<file path="config.mk">
export PLATFORM = sky130hd
export DESIGN_NAME = dmem_arbiter
export DESIGN_NICKNAME = d
export VERILOG_FILES = /design/src/rtl/dmem_arbiter_pkg.sv /design/src/rtl/dmem_arbiter_rr_arb2.sv /design/src/rtl/dmem_arbiter.sv
export SDC_FILE = /design/constraint.sdc
export NUM_CORES = 1
export LEC_CHECK = 0
export CELL_PAD_IN_SITES_DETAIL_PLACEMENT = 1
export CELL_PAD_IN_SITES_GLOBAL_PLACEMENT = 1
export CORE_UTILIZATION = 32
export DETAILED_ROUTE_END_ITERATION = 16
export PLACE_DENSITY = 0.83
export SETUP_SLACK_MARGIN = 0.05
export SLEW_MARGIN = 25
export SYNTH_ARGS = -nofsm -noshare
export SYNTH_HDL_FRONTEND = slang
export SYNTH_SLANG_ARGS = --single-unit
export TNS_END_PERCENT = 20
</file>
<file path="constraint.sdc">
create_clock -name clk_i -period 3.15 [get_ports clk_i]
set_input_delay 0.63 -clock clk_i [delete_from_list [all_inputs] [get_ports clk_i]]
set_output_delay 0.63 -clock clk_i [all_outputs]
set_load 0.005 [all_outputs]
</file>
<file path="src/rtl/dmem_arbiter_pkg.sv">
// -----------------------------------------------------------------------------
// dmem_arbiter_pkg
// Shared constants for the data-memory arbiter:
//   - FSM state encodings (plain localparams, legacy-compatible encoding)
//   - requester port identifiers
//   - number of byte beats per 32-bit word
// -----------------------------------------------------------------------------
package dmem_arbiter_pkg;

  localparam logic [1:0] ST_IDLE = 2'd0;
  localparam logic [1:0] ST_XFER = 2'd1;
  localparam logic [1:0] ST_CAPT = 2'd2;
  localparam logic [1:0] ST_DONE = 2'd3;

  localparam logic PORT_CPU = 1'b0;
  localparam logic PORT_DBG = 1'b1;

  localparam int         NUM_BEATS = 4;
  localparam logic [1:0] LAST_BEAT = 2'(NUM_BEATS - 1);

endpackage

</file>
<file path="src/rtl/dmem_arbiter_rr_arb2.sv">
// -----------------------------------------------------------------------------
// rr_arb2
// Two-way round-robin arbiter holding the "last served" pointer.
//   clk, rst_n      : clock, asynchronous active-low reset
//   req_cpu/req_dbg : requests from port 0 / port 1
//   upd, upd_port   : when upd is high, record upd_port as last served
//   gnt_vld         : at least one request present
//   gnt_port        : winning port id (valid with gnt_vld)
// After reset the pointer says DBG was last, so the CPU wins the first tie.
// -----------------------------------------------------------------------------
module rr_arb2
  import dmem_arbiter_pkg::*;
(
  input  logic clk,
  input  logic rst_n,
  input  logic req_cpu,
  input  logic req_dbg,
  input  logic upd,
  input  logic upd_port,
  output logic gnt_vld,
  output logic gnt_port
);

  logic last_q;

  always_ff @(posedge clk or negedge rst_n) begin
    if (!rst_n) begin
      last_q <= PORT_DBG;
    end else if (upd) begin
      last_q <= upd_port;
    end
  end

  // On a tie the port that was not served last wins; a lone request always wins.
  assign gnt_vld  = req_cpu | req_dbg;
  assign gnt_port = (req_cpu & req_dbg) ? ~last_q : req_dbg;

endmodule

</file>
<file path="src/rtl/dmem_arbiter.sv">
// -----------------------------------------------------------------------------
// dmem_arbiter
// Shares one byte-wide synchronous data memory between the CPU MEM stage
// (port 0) and a debug/loader port (port 1). Each 32-bit word request is
// split into four little-endian byte beats.
//   clk_i, rst_i            : clock, asynchronous active-low reset
//   cpu_* / dbg_*           : word request ports (req, we, addr, wdata in;
//                             ack pulse, rdata out); requesters hold until ack
//   cpu_stall_o             : CPU request outstanding and not yet acked
//   err_o                   : pulses with ack of a misaligned request
//   mem_en_o .. mem_wdata_o : byte memory beat interface
//   mem_rdata_i             : read byte, valid the cycle after mem_en_o
//   stall_cnt_o             : saturating count of CPU stall cycles
// Timing: request sampled at edge N, beats N+1..N+4, capture N+5, ack N+6.
// -----------------------------------------------------------------------------
module dmem_arbiter
  import dmem_arbiter_pkg::*;
#(
  parameter int ADDR_W = 32,
  parameter int MEM_AW = 5
) (
  input  logic              clk_i,
  input  logic              rst_i,
  input  logic              cpu_req_i,
  input  logic              cpu_we_i,
  input  logic [ADDR_W-1:0] cpu_addr_i,
  input  logic [31:0]       cpu_wdata_i,
  output logic              cpu_ack_o,
  output logic [31:0]       cpu_rdata_o,
  output logic              cpu_stall_o,
  input  logic              dbg_req_i,
  input  logic              dbg_we_i,
  input  logic [ADDR_W-1:0] dbg_addr_i,
  input  logic [31:0]       dbg_wdata_i,
  output logic              dbg_ack_o,
  output logic [31:0]       dbg_rdata_o,
  output logic              err_o,
  output logic              mem_en_o,
  output logic              mem_we_o,
  output logic [MEM_AW-1:0] mem_addr_o,
  output logic [7:0]        mem_wdata_o,
  input  logic [7:0]        mem_rdata_i,
  output logic [31:0]       stall_cnt_o
);

  function automatic logic [31:0] sat_inc32(input logic [31:0] v);
    return (&v) ? v : v + 32'd1;
  endfunction

  logic [1:0]        state_q;
  logic [1:0]        beat_q;
  logic              port_q;
  logic              we_q;
  logic              err_q;
  logic [MEM_AW-1:0] addr_q;
  logic [31:0]       wdata_q;
  logic [31:0]       rdata_q;
  logic [31:0]       stall_cnt_q;

  logic              gnt_vld;
  logic              gnt_port;
  logic              sel_we;
  logic [MEM_AW-1:0] sel_addr;
  logic [31:0]       sel_wdata;
  logic              misaligned;
  logic              in_xfer;
  logic              in_capt;
  logic              in_done;
  logic              rd_ok;
  logic              unused_addr_hi;

  rr_arb2 u_arb (
    .clk      (clk_i),
    .rst_n    (rst_i),
    .req_cpu  (cpu_req_i),
    .req_dbg  (dbg_req_i),
    .upd      (in_done),
    .upd_port (port_q),
    .gnt_vld  (gnt_vld),
    .gnt_port (gnt_port)
  );

  // Address bits above the memory depth select nothing; the memory simply wraps.
  assign unused_addr_hi = ^{cpu_addr_i[ADDR_W-1:MEM_AW], dbg_addr_i[ADDR_W-1:MEM_AW]};

  assign sel_we     = (gnt_port == PORT_DBG) ? dbg_we_i : cpu_we_i;
  assign sel_addr   = (gnt_port == PORT_DBG) ? dbg_addr_i[MEM_AW-1:0] : cpu_addr_i[MEM_AW-1:0];
  assign sel_wdata  = (gnt_port == PORT_DBG) ? dbg_wdata_i : cpu_wdata_i;
  assign misaligned = |sel_addr[1:0];

  assign in_xfer = (state_q == ST_XFER);
  assign in_capt = (state_q == ST_CAPT);
  assign in_done = (state_q == ST_DONE);

  // Grant / beat sequencing
  always_ff @(posedge clk_i or negedge rst_i) begin
    if (!rst_i) begin
      state_q <= ST_IDLE;
      beat_q  <= 2'd0;
      port_q  <= PORT_CPU;
      we_q    <= 1'b0;
      err_q   <= 1'b0;
    end else begin
      case (state_q)
        ST_IDLE: begin
          if (gnt_vld) begin
            port_q <= gnt_port;
            we_q   <= sel_we;
            beat_q <= 2'd0;
            err_q  <= misaligned;
            // A misaligned request never touches memory; it only reports err.
            state_q <= misaligned ? ST_DONE : ST_XFER;
          end
        end
        ST_XFER: begin
          if (beat_q == LAST_BEAT) begin
            state_q <= ST_CAPT;
          end else begin
            beat_q <= beat_q + 2'd1;
          end
        end
        ST_CAPT: state_q <= ST_DONE;
        default: state_q <= ST_IDLE;
      endcase
    end
  end

  // Request payload latch and read-byte assembly (data path, no reset needed;
  // outputs are gated by state so stale contents are never visible)
  always_ff @(posedge clk_i) begin
    if ((state_q == ST_IDLE) && gnt_vld) begin
      addr_q  <= sel_addr;
      wdata_q <= sel_wdata;
    end
    // Memory returns each byte one cycle after its beat, so the byte landing
    // now belongs to the previous beat; the last one lands during CAPT.
    if (!we_q) begin
      if (in_xfer && (beat_q != 2'd0)) begin
        rdata_q[{beat_q - 2'd1, 3'b000} +: 8] <= mem_rdata_i;
      end else if (in_capt) begin
        rdata_q[31:24] <= mem_rdata_i;
      end
    end
  end

  // Stall counter
  always_ff @(posedge clk_i or negedge rst_i) begin
    if (!rst_i) begin
      stall_cnt_q <= 32'd0;
    end else if (cpu_stall_o) begin
      stall_cnt_q <= sat_inc32(stall_cnt_q);
    end
  end

  assign mem_en_o    = in_xfer;
  assign mem_we_o    = in_xfer & we_q;
  assign mem_addr_o  = in_xfer ? (addr_q + MEM_AW'(beat_q)) : '0;
  assign mem_wdata_o = in_xfer ? wdata_q[{beat_q, 3'b000} +: 8] : 8'd0;

  assign rd_ok       = in_done & ~we_q & ~err_q;
  assign cpu_ack_o   = in_done & (port_q == PORT_CPU);
  assign dbg_ack_o   = in_done & (port_q == PORT_DBG);
  assign cpu_rdata_o = (rd_ok && (port_q == PORT_CPU)) ? rdata_q : 32'd0;
  assign dbg_rdata_o = (rd_ok && (port_q == PORT_DBG)) ? rdata_q : 32'd0;
  assign err_o       = in_done & err_q;

  assign cpu_stall_o = cpu_req_i & ~cpu_ack_o;
  assign stall_cnt_o = stall_cnt_q;

endmodule
</file>
==> results of run 1 <==
cell families after synthesis:
group	synth area share [%]
buffers and inverters	2.11
DFF	53.4
xor gates and xnor gates	4.41
AOI/OAI and AO/OA	3.20
muxes	11.4
adders and majority gates	3.17
and+or+nand+nor	22.3
final cells by class:
type / count / area (um^2)
Fill cell: 1856 / 9040
Sequential cell: 109 / 3070
Multi-Input combinational cell: 333 / 2580
Timing Repair Buffer: 214 / 2110
Tap cell: 225 / 282
Clock buffer: 14 / 256
Inverter: 15 / 56.3
Clock inverter: 2 / 10.0
worst reg2reg max path: cells and delay by family, from the launching register on:
kind          cells  cell delay, ns
simple gates      2            0.68
flops             1            0.43
fa+ha+maj         1            0.61
buf+inv           2            0.33
state kept, by name, indices dropped and copies added, names as in the netlist:
name / count
beat_q: 2
stall_cnt_o: 32
state_q: 2
err_q: 1
addr_q: 5
rdata_q: 32
port_q: 1
u_arb.last_q: 1
we_q: 1
wdata_q: 32
how the worst max path moves through the flow:
stage | endpoint | slack, ns | cells after the start
4_1_cts | mem_addr_o[4] | 0.06 | 6
3_3_place_gp | mem_addr_o[4] | 0.43 | 6
6_report | dbg_rdata_o[3] | 0.25 | 6
2_1_floorplan | mem_addr_o[4] | 0.61 | 5
3_5_place_dp | mem_addr_o[4] | 0.44 | 6
5_1_grt | dbg_rdata_o[3] | 0.07 | 6
cells in the mapped netlist, types with 2 or more instances:
master,count,area (um^2)
nor3_1,13,65.1
mux2_2,39,439
and3_1,6,37.5
a22o_1,3,26.3
and4_1,6,52.6
nor4_1,5,31.3
xor2_1,15,131
nor3b_1,4,30.0
o21ai_0,6,30.0
nand2_1,23,86.3
o21bai_1,2,15.0
mux4_2,8,180
edfxtp_1,69,2070
a21oi_1,6,30.0
ha_1,13,163
inv_1,15,56.3
dfrtp_1,39,976
nor2_1,7,26.3
nand3_1,13,65.1
clkbuf_1,16,60.1
nand4_1,11,68.8
mux2i_1,2,20.0
nand2b_1,4,25.0
xnor2_1,14,123
a31oi_1,3,18.8
and2_1,111,694
where the power goes:
| group | internal (mW) | leakage (nW) | switching, mW |
|---|---|---|---|
| Combinational | 0.946 | 1.95 | 0.787 |
| Clock | 0.564 | 0.137 | 0.497 |
| Sequential | 1.89 | 1.17 | 0.198 |
| Total | 3.40 | 3.25 | 1.48 |
metal layers:
layer	up-vias	GRT usage, %	share of wire, %
met4	0	7.04	1.7
met1	2159	19.1	39
met2	165	33.4	53
met3	16	3.62	6.5
met5	-	0	0
li1	2096	-	-
timing repair:
| action | in CTS | in global routing |
|---|---|---|
| hold buffers | 0 | 0 |
| setup endpoints to repair | 0 | 1 |
| gates resized for setup | 0 | 1 |
placed cells by master (no fill, tap or decap), types with 5 or more instances in the layout:
cell,instances
edfxtp_1,69
xor2_1,15
inv_1,15
o21ai_0,6
nor3_1,11
nand2_1,23
nand3_1,13
nor4_1,5
xnor2_1,14
ha_1,13
dfrtp_1,39
and4_1,6
and2_1,111
clkbuf_16,9
buf_4,13
nand4_1,11
nor2_1,7
a21oi_1,6
clkdlybuf4s50_1,200
and3_1,6
mux2_2,39
mux4_2,8
==> reports/qor.yml, run 1 <==
critical_path:
  timing.critical_path.from: "state_q[0]$_DFFE_PN0P_"
  r2r_setup_slack_ns: 0.82
  timing.rr.end: "rdata_q[4]$_DFFE_PP_"
  cp_num_buf_inv: 2
  critical-path-top-delay-family: "buffers and inverters"
  setup.worst_path.start_class: "flip-flop"
  worstRegToRegCells: 5
  worstPathRequired_ns: 2.52
  crit_slowest_cell: "clkdlybuf4s50_1"
  critPathMaxStageDelay_ns: 0.51
  crit_path_cell_trace: "ha_1 > nand2_1 > nor3_2 > buf_4 > and2_1 > clkdlybuf4s50_1"
  worst_path_class_setup: "reg2out"
  path_max_fanout: 32
  worst_ep_arrival_time_ns: 2.27
  critical_path_endpoint_category: "output port"
  r2r-start: "state_q[1]$_DFFE_PN0P_"
logic_synthesis:
  synth_register_bits: 109
  synth_ff_type: "edfxtp_1"
  asyncSetResetFlopFracSynth_pct: 36.7
  mappedNetlistNets: 630
  synth_cells: 474
  netlist_area_um2: 5760
  synth-seq-area-share_pct: 53.4
  postSynthAreaPerCell_um2: 12.1
  number_of_distinct_library_cell_variants_in_the_gate_level_netlist_after_synthesis: 47
  post_synth_edffs: 69
  yosys_warnings: 0
routing:
  routed_wirelength_um: 16200
  drt_drc_violations_left: 0
  detail_route.vias_per_cell: 4.86
  vias: 4436
  drt_first_iter_violations: 132
  drt.antenna.violating_nets: 0
  dr.pass1.iters: 4
  drt-wirelength-per-cell_um: 17.7
die:
  start_util_pct: 33.0
  boundaryPins: 257
  die_area_um2: 18500
  core.rowCount: 48
  chipHeight_um: 136
  core_box_area_um2: 17400
  chipWidth_um: 136
cells_and_area:
  fin_util_pct: 48.1
  fraction_of_final_layout_cells_sized_beyond_drive_strength_1_pct: 12.5
  antennaDiodeCount: 0
  syn2layout_area_growth_pct: 45.5
  fin_area_um2: 8370
  instances_no_fill: 912
  fin_nets: 838
placement:
  gp_congestion: 0.851
  total_placed_cells_including_tap_cells: 896
  place.detailed.hpwl_um: 12700
  io_buffers: 202
  pre_cts_ws_ns: 0.439
  placed_cell_area_um2: 8100
grt:
  antenna_found_initial: 0
  wire_length_of_the_first_global_routing_pass_um: 24900
  global_route.usage.total_pct: 17.7
  grt_max_degree: 41
  grt_overflow_total: 0
  vias_in_the_first_global_route: 4755
sta:
  timing.final.hold_violations: 0
  timing.hold.ws_ns: 0.248
  worst_pin_slew_ns: 0.714
  final_min_period_over_clock_period_pct: 92.0
  finalSetupViolations: 0
  maxSlewHeadroom_pct: 52.1
  max_clock_freq_mhz: 345
  finClkSkew_ns: 0.00761
  setup_ws_ns: 0.251
  grt_setup_unrepaired: "no"
  drv_slew: 0
  finalWorstPathRequiredPeriod_ns: 2.90
  setup-tns-final_ns: 0
clocking:
  cts.root.buffer_cell: "clkbuf_16"
  post_cts.repair.setup_buffers: 0
  tritoncts: "yes"
  tritoncts.num_buffers: 9
  cts_htree_levels: 3
  clk_path_buf_depth: 2
  cts.sinks: 109
  path_clk_slew_ns: 0.07
  clock_latency_at_the_later_pin_of_the_worst_skew_pair_ns: 0.35
pwr:
  power_density_nw_per_um2: 583
  worst_ir_drop_on_vdd_v: 0.000343
  fin_total_pwr_mw: 4.88
  leakagePower_nw: 3.25
status:
  result_of_the_run: "completed"
hold_path:
  min_path_type: "in2async"
job:
  maxCapViolCount: 0
Note: power is estimated with default switching activity, not from simulation.
==> run 2: changes to the inputs <==
--- a/config.mk
+++ b/config.mk
@@ -9,7 +9,7 @@
 export CELL_PAD_IN_SITES_GLOBAL_PLACEMENT = 1
 export CORE_UTILIZATION = 32
 export DETAILED_ROUTE_END_ITERATION = 16
-export PLACE_DENSITY = 0.83
+export PLACE_DENSITY_LB_ADDON = 0.08
 export SETUP_SLACK_MARGIN = 0.05
 export SLEW_MARGIN = 25
 export SYNTH_ARGS = -nofsm -noshare
==> reports/qor.yml, run 2 (same netlist as run 1, synthesis figures left out) <==
sta:
  finalWorstPathRequiredPeriod_ns: 3.04  # +0.144 ns
  final_min_period_over_clock_period_pct: 96.6  # +4.6 points
  setup-tns-final_ns: 0  # unchanged
  worst_pin_slew_ns: 0.906  # +0.193 ns
  maxSlewHeadroom_pct: 39.4  # -13 points
  timing.final.hold_violations: 0  # unchanged
  drv_slew: 0  # unchanged
  grt_setup_unrepaired: "yes"
  max_clock_freq_mhz: 329  # -4.7%
  finalSetupViolations: 0  # unchanged
  finClkSkew_ns: 0.00774  # +0.000132 ns
critical_path:
  setup.worst_path.start_class: "flip-flop"
  crit_slowest_cell: "clkdlybuf4s50_1"
  critPathMaxStageDelay_ns: 0.52  # about the same
  worst_ep_arrival_time_ns: 2.41  # +0.14 ns
  worst_path_class_setup: "reg2out"
  path_max_fanout: 3  # -91%
  crit_path_cell_trace: "ha_1 > inv_1 > fa_1 > or3_1 > a21boi_0 > clkdlybuf4s50_1"
  critical_path_endpoint_category: "output port"
  worstRegToRegCells: 5  # unchanged
  worstPathRequired_ns: 2.52  # about the same
routing:
  dr.pass1.iters: 4  # unchanged
  drt-wirelength-per-cell_um: 16.4  # -7.5%
  vias: 4362  # -1.7%
  routed_wirelength_um: 15000  # -7.6%
  drt_first_iter_violations: 152  # +15%
  drt.antenna.violating_nets: 0  # unchanged
  detail_route.vias_per_cell: 4.79  # -1.6%
  drt_drc_violations_left: 0  # unchanged
grt:
  grt_max_degree: 41  # unchanged
  antenna_found_initial: 0  # unchanged
  wire_length_of_the_first_global_routing_pass_um: 23500  # -5.9%
  global_route.usage.total_pct: 16.5  # -1.2 points
  vias_in_the_first_global_route: 4516  # -5.0%
  grt_overflow_total: 0  # unchanged
die:
  core_box_area_um2: 17400  # unchanged
  boundaryPins: 257  # unchanged
  die_area_um2: 18500  # unchanged
  core.rowCount: 48  # unchanged
  chipHeight_um: 136  # unchanged
  chipWidth_um: 136  # unchanged
  start_util_pct: 33.0  # unchanged
cells_and_area:
  layout.cells.most_common: "clkdlybuf4s50_1"
  fraction_of_final_layout_cells_sized_beyond_drive_strength_1_pct: 12.7  # +0.16 points
  final_cell_mix: "clkdlybuf4s50_1 (201), and2_1 (111), edfxtp_1 (69), mux2_2 (39), dfrtp_1 (39)"
  fin_area_um2: 8410  # +0.43%
  fin_nets: 838  # unchanged
  antennaDiodeCount: 0  # unchanged
  instances_no_fill: 911  # -0.11%
  ff_latch_area_um2: 3070  # unchanged
  num-fill-cells: 1863  # +0.38%
  syn2layout_area_growth_pct: 46.1
  multi_input_comb_area_um2: 2580  # unchanged
clocking:
  clock_latency_at_the_later_pin_of_the_worst_skew_pair_ns: 0.35  # about the same
  tritoncts.num_buffers: 9  # unchanged
  clk_path_buf_depth: 2  # unchanged
  tritoncts: "yes"
  cts_htree_levels: 3  # unchanged
  cts.sinks: 109  # unchanged
  path_clk_slew_ns: 0.07  # about the same
  post_cts.repair.setup_buffers: 0  # unchanged
  cts.root.buffer_cell: "clkbuf_16"
  cts.hold.buffers_added: 0  # unchanged
status:
  result_of_the_run: "completed"
pwr:
  leakagePower_nw: 3.24  # -0.40%
  power_density_nw_per_um2: 586  # +0.43%
  worst_ir_drop_on_vdd_v: 0.000290  # -15%
  fin_total_pwr_mw: 4.92  # +0.87%
placement:
  io_buffers: 202  # unchanged
  placed_cell_area_um2: 8110  # +0.15%
  total_placed_cells_including_tap_cells: 896  # unchanged
  gp_congestion: 0.750  # -12%
  place.detailed.hpwl_um: 11600  # -8.3%
hold_path:
  min_path_type: "in2async"
job:
  maxCapViolCount: 0  # unchanged
-- run 2: worst paths after layout --
check / end / from / slack [ns]
setup / recovery: mem_addr_o[4] / beat_q[0]$_DFFE_PN0P_ / 0.11
hold / removal: stall_cnt_o[10]$_DFFE_PN0P_ / rst_i / 0.26
setup reg to reg: rdata_q[8]$_DFFE_PP_ / beat_q[0]$_DFFE_PN0P_ / 0.90
hold reg to reg: u_arb.last_q$_DFFE_PN1N_ / u_arb.last_q$_DFFE_PN1N_ / 0.50
max in group asynchronous: u_arb.last_q$_DFFE_PN1N_ / rst_i / 2.51
min in group clk_i: u_arb.last_q$_DFFE_PN1N_ / u_arb.last_q$_DFFE_PN1N_ / 0.50
-- run 2: report_power, final --
part           switching, mW  internal (mW)  total, mW
sequential             0.189           1.89       2.08
combinational          0.768          0.957       1.73
clock                  0.508          0.611       1.12
total                   1.47           3.46       4.92
-- run 2: critical path, delay by kind of cell (launching register included) --
family                   cells  cell delay (ns)
AO/OA/AOI/OAI                1             0.17
AND/OR/NAND/NOR              1             0.38
flip-flops                   1             0.36
buffers and inverters        2             0.57
adder cells (fa/ha/maj)      2             0.58
-- run 2: through the flow --
| stage | utilization (%) | setup WS [ns] | hold slack [ns] |
|---|---|---|---|
| floorplan | - | 0.612 | 0.334 |
| global placement | 46.6 | 0.468 | 0.489 |
| detailed placement | 46.6 | 0.471 | 0.494 |
| CTS | 48.2 | 0.0697 | 0.442 |
| global route | 48.3 | 0.0307 | 0.292 |
| finish | 48.3 | 0.108 | 0.257 |
-- run 2: cell type report --
cell class                      instances  area share (%)
Tap cell                              225            3.35
Clock buffer                            9            2.68
Clock inverter                          6           0.759
Inverter                               15           0.670
Multi-Input combinational cell        333            30.7
Sequential cell                       109            36.6
Timing Repair Buffer                  214            25.3
-- run 2: per-layer routing --
| metal | up-vias | GRT usage, % | share of wire [%] | wire, um |
|---|---|---|---|---|
| li1 | 2088 | - | - | - |
| met1 | 2119 | 20.2 | 43 | 6390 |
| met2 | 145 | 28.3 | 49 | 7380 |
| met3 | 10 | 5.33 | 7.1 | 1060 |
| met4 | 0 | 3.58 | 0.82 | 123 |
| met5 | - | 0 | 0 | 0 |
-- run 2: repair_timing --
item	CTS	global route
gates resized for setup	0	1
setup endpoints to repair	0	7
hold endpoints to repair	0	0
==> run 3: changes to the inputs <==
--- a/config.mk
+++ b/config.mk
@@ -10,9 +10,7 @@
 export CORE_UTILIZATION = 32
 export DETAILED_ROUTE_END_ITERATION = 16
 export PLACE_DENSITY_LB_ADDON = 0.08
-export SETUP_SLACK_MARGIN = 0.05
 export SLEW_MARGIN = 25
 export SYNTH_ARGS = -nofsm -noshare
 export SYNTH_HDL_FRONTEND = slang
 export SYNTH_SLANG_ARGS = --single-unit
-export TNS_END_PERCENT = 20
==> reports/qor.yml, run 3 (same netlist as run 1, synthesis figures left out) <==
status:
  result_of_the_run: "completed"
cells_and_area:
  num-fill-cells: 1865  # +0.11%
  fraction_of_final_layout_cells_sized_beyond_drive_strength_1_pct: 12.7  # unchanged
  ff_latch_area_um2: 3070  # unchanged
  final_cell_mix: "clkdlybuf4s50_1 (201), and2_1 (111), edfxtp_1 (69), mux2_2 (39), dfrtp_1 (39)"
  syn2layout_area_growth_pct: 46.0  # about the same
  antennaDiodeCount: 0  # unchanged
  layout.cells.most_common: "clkdlybuf4s50_1"
  fin_util_pct: 48.3  # about the same
  fin_nets: 838  # unchanged
  multi_input_comb_area_um2: 2580  # unchanged
placement:
  place.detailed.hpwl_um: 11600  # unchanged
  gp_congestion: 0.750  # unchanged
  io_buffers: 202  # unchanged
  pre_cts_ws_ns: 0.471  # unchanged
clocking:
  tritoncts: "yes"
  cts.root.buffer_cell: "clkbuf_16"
  cts.hold.buffers_added: 0  # unchanged
  path_clk_slew_ns: 0.07  # about the same
  cts_htree_levels: 3  # unchanged
  cells_resized_by_post_cts_repair: 0  # unchanged
  cts.sinks: 109  # unchanged
  clock_latency_at_the_later_pin_of_the_worst_skew_pair_ns: 0.35  # about the same
  post_cts.repair.setup_buffers: 0  # unchanged
  tritoncts.num_buffers: 9  # unchanged
  clk_path_buf_depth: 2  # unchanged
pwr:
  leakagePower_nw: 3.24  # about the same
  worst_ir_drop_on_vdd_v: 0.000306  # +5.3%
  power_density_nw_per_um2: 586  # about the same
  fin_total_pwr_mw: 4.92  # about the same
routing:
  drt_first_iter_violations: 156  # +2.6%
  routed_wirelength_um: 14900  # -0.20%
  drt_drc_violations_left: 0  # unchanged
  drt.antenna.violating_nets: 0  # unchanged
  dr.pass1.iters: 4  # unchanged
  drt-wirelength-per-cell_um: 16.4  # -0.20%
  detail_route.vias_per_cell: 4.78  # -0.16%
  vias: 4355  # -0.16%
critical_path:
  worst_path_class_setup: "reg2out"
  crit_path_cell_trace: "ha_1 > inv_1 > fa_1 > or3_1 > a21boi_0 > clkdlybuf4s50_1"
  setup.worst_path.start_class: "flip-flop"
  crit_slowest_cell: "clkdlybuf4s50_1"
  worstPathRequired_ns: 2.52  # about the same
  critical-path-top-delay-family: "adder cells"
  critPathMaxStageDelay_ns: 0.52  # about the same
  path_max_fanout: 3  # unchanged
  worst_ep_arrival_time_ns: 2.41  # about the same
  cp_num_buf_inv: 2  # unchanged
  critical_path_endpoint_category: "output port"
grt:
  global_route.usage.total_pct: 16.5  # unchanged
  wire_length_of_the_first_global_routing_pass_um: 23500  # unchanged
  grt_use_met2_pct: 28.3  # unchanged
  grt_use_met1_pct: 20.2  # unchanged
  top_usage_layer: "met2"
  groute.layer.met3.usage_pct: 5.33  # unchanged
  vias_in_the_first_global_route: 4516  # unchanged
  grt_overflow_total: 0  # unchanged
  antenna_found_initial: 0  # unchanged
  grt_max_degree: 41  # unchanged
job:
  maxCapViolCount: 0  # unchanged
sta:
  final_min_period_over_clock_period_pct: 96.6  # about the same
  maxSlewHeadroom_pct: 34.2  # -5.3 points
  worst_pin_slew_ns: 0.985  # +0.0790 ns
  finalWorstPathRequiredPeriod_ns: 3.04  # -0.000179 ns
  drv_slew: 0  # unchanged
  timing.final.hold_violations: 0  # unchanged
  grt_setup_unrepaired: "no"
  finClkSkew_ns: 0.00789  # +0.000152 ns
  finalSetupViolations: 0  # unchanged
  max_clock_freq_mhz: 329  # about the same
  setup_ws_ns: 0.108  # +0.000179 ns
  setup-tns-final_ns: 0  # unchanged
die:
  boundaryPins: 257  # unchanged
  chipWidth_um: 136  # unchanged
  chipHeight_um: 136  # unchanged
  core.rowCount: 48  # unchanged
  core_box_area_um2: 17400  # unchanged
  start_util_pct: 33.0  # unchanged
  die_area_um2: 18500  # unchanged
hold_path:
  min_path_type: "in2async"
## run 3: through the flow
stage	instance area, um^2	std cells	hold WS (ns)
floorplan	5760	474	0.334
global placement	8110	896	0.489
detailed placement	8110	896	0.494
CTS	8400	911	0.442
global route	8400	911	0.292
finish	8400	911	0.257
## run 3: final timing paths
kind,depth (start not counted),start,slack [ns],to
hold reg to reg,2,u_arb.last_q$_DFFE_PN1N_,0.51,u_arb.last_q$_DFFE_PN1N_
setup / recovery,6,beat_q[0]$_DFFE_PN0P_,0.11,mem_addr_o[4]
hold / removal,1,rst_i,0.26,stall_cnt_o[10]$_DFFE_PN0P_
setup reg to reg,5,beat_q[0]$_DFFE_PN0P_,0.84,rdata_q[13]$_DFFE_PP_
min in group clk_i,2,u_arb.last_q$_DFFE_PN1N_,0.51,u_arb.last_q$_DFFE_PN1N_
max in group asynchronous,1,rst_i,2.51,u_arb.last_q$_DFFE_PN1N_
## run 3: report_power, final
part / switching [mW] / internal (mW)
combinational: 0.769 / 0.955
clock: 0.507 / 0.611
sequential: 0.190 / 1.89
total: 1.47 / 3.46
## run 3: final cells by class
cell class                 count  share of cell area, %
inverter                      15                  0.670
clock buffer                   9                   2.68
multi-input combinational    333                   30.7
sequential                   109                   36.6
tap                          225                   3.35
clock inverter                 6                  0.759
timing repair buffer         214                   25.2
## run 3: layer usage
metal | vias to the layer above | wire length (um) | part of all wire, %
met5 | - | 0 | 0
met4 | 0 | 121 | 0.81
met3 | 10 | 1050 | 7.0
met2 | 142 | 7320 | 49
met1 | 2113 | 6430 | 43
li1 | 2090 | - | -
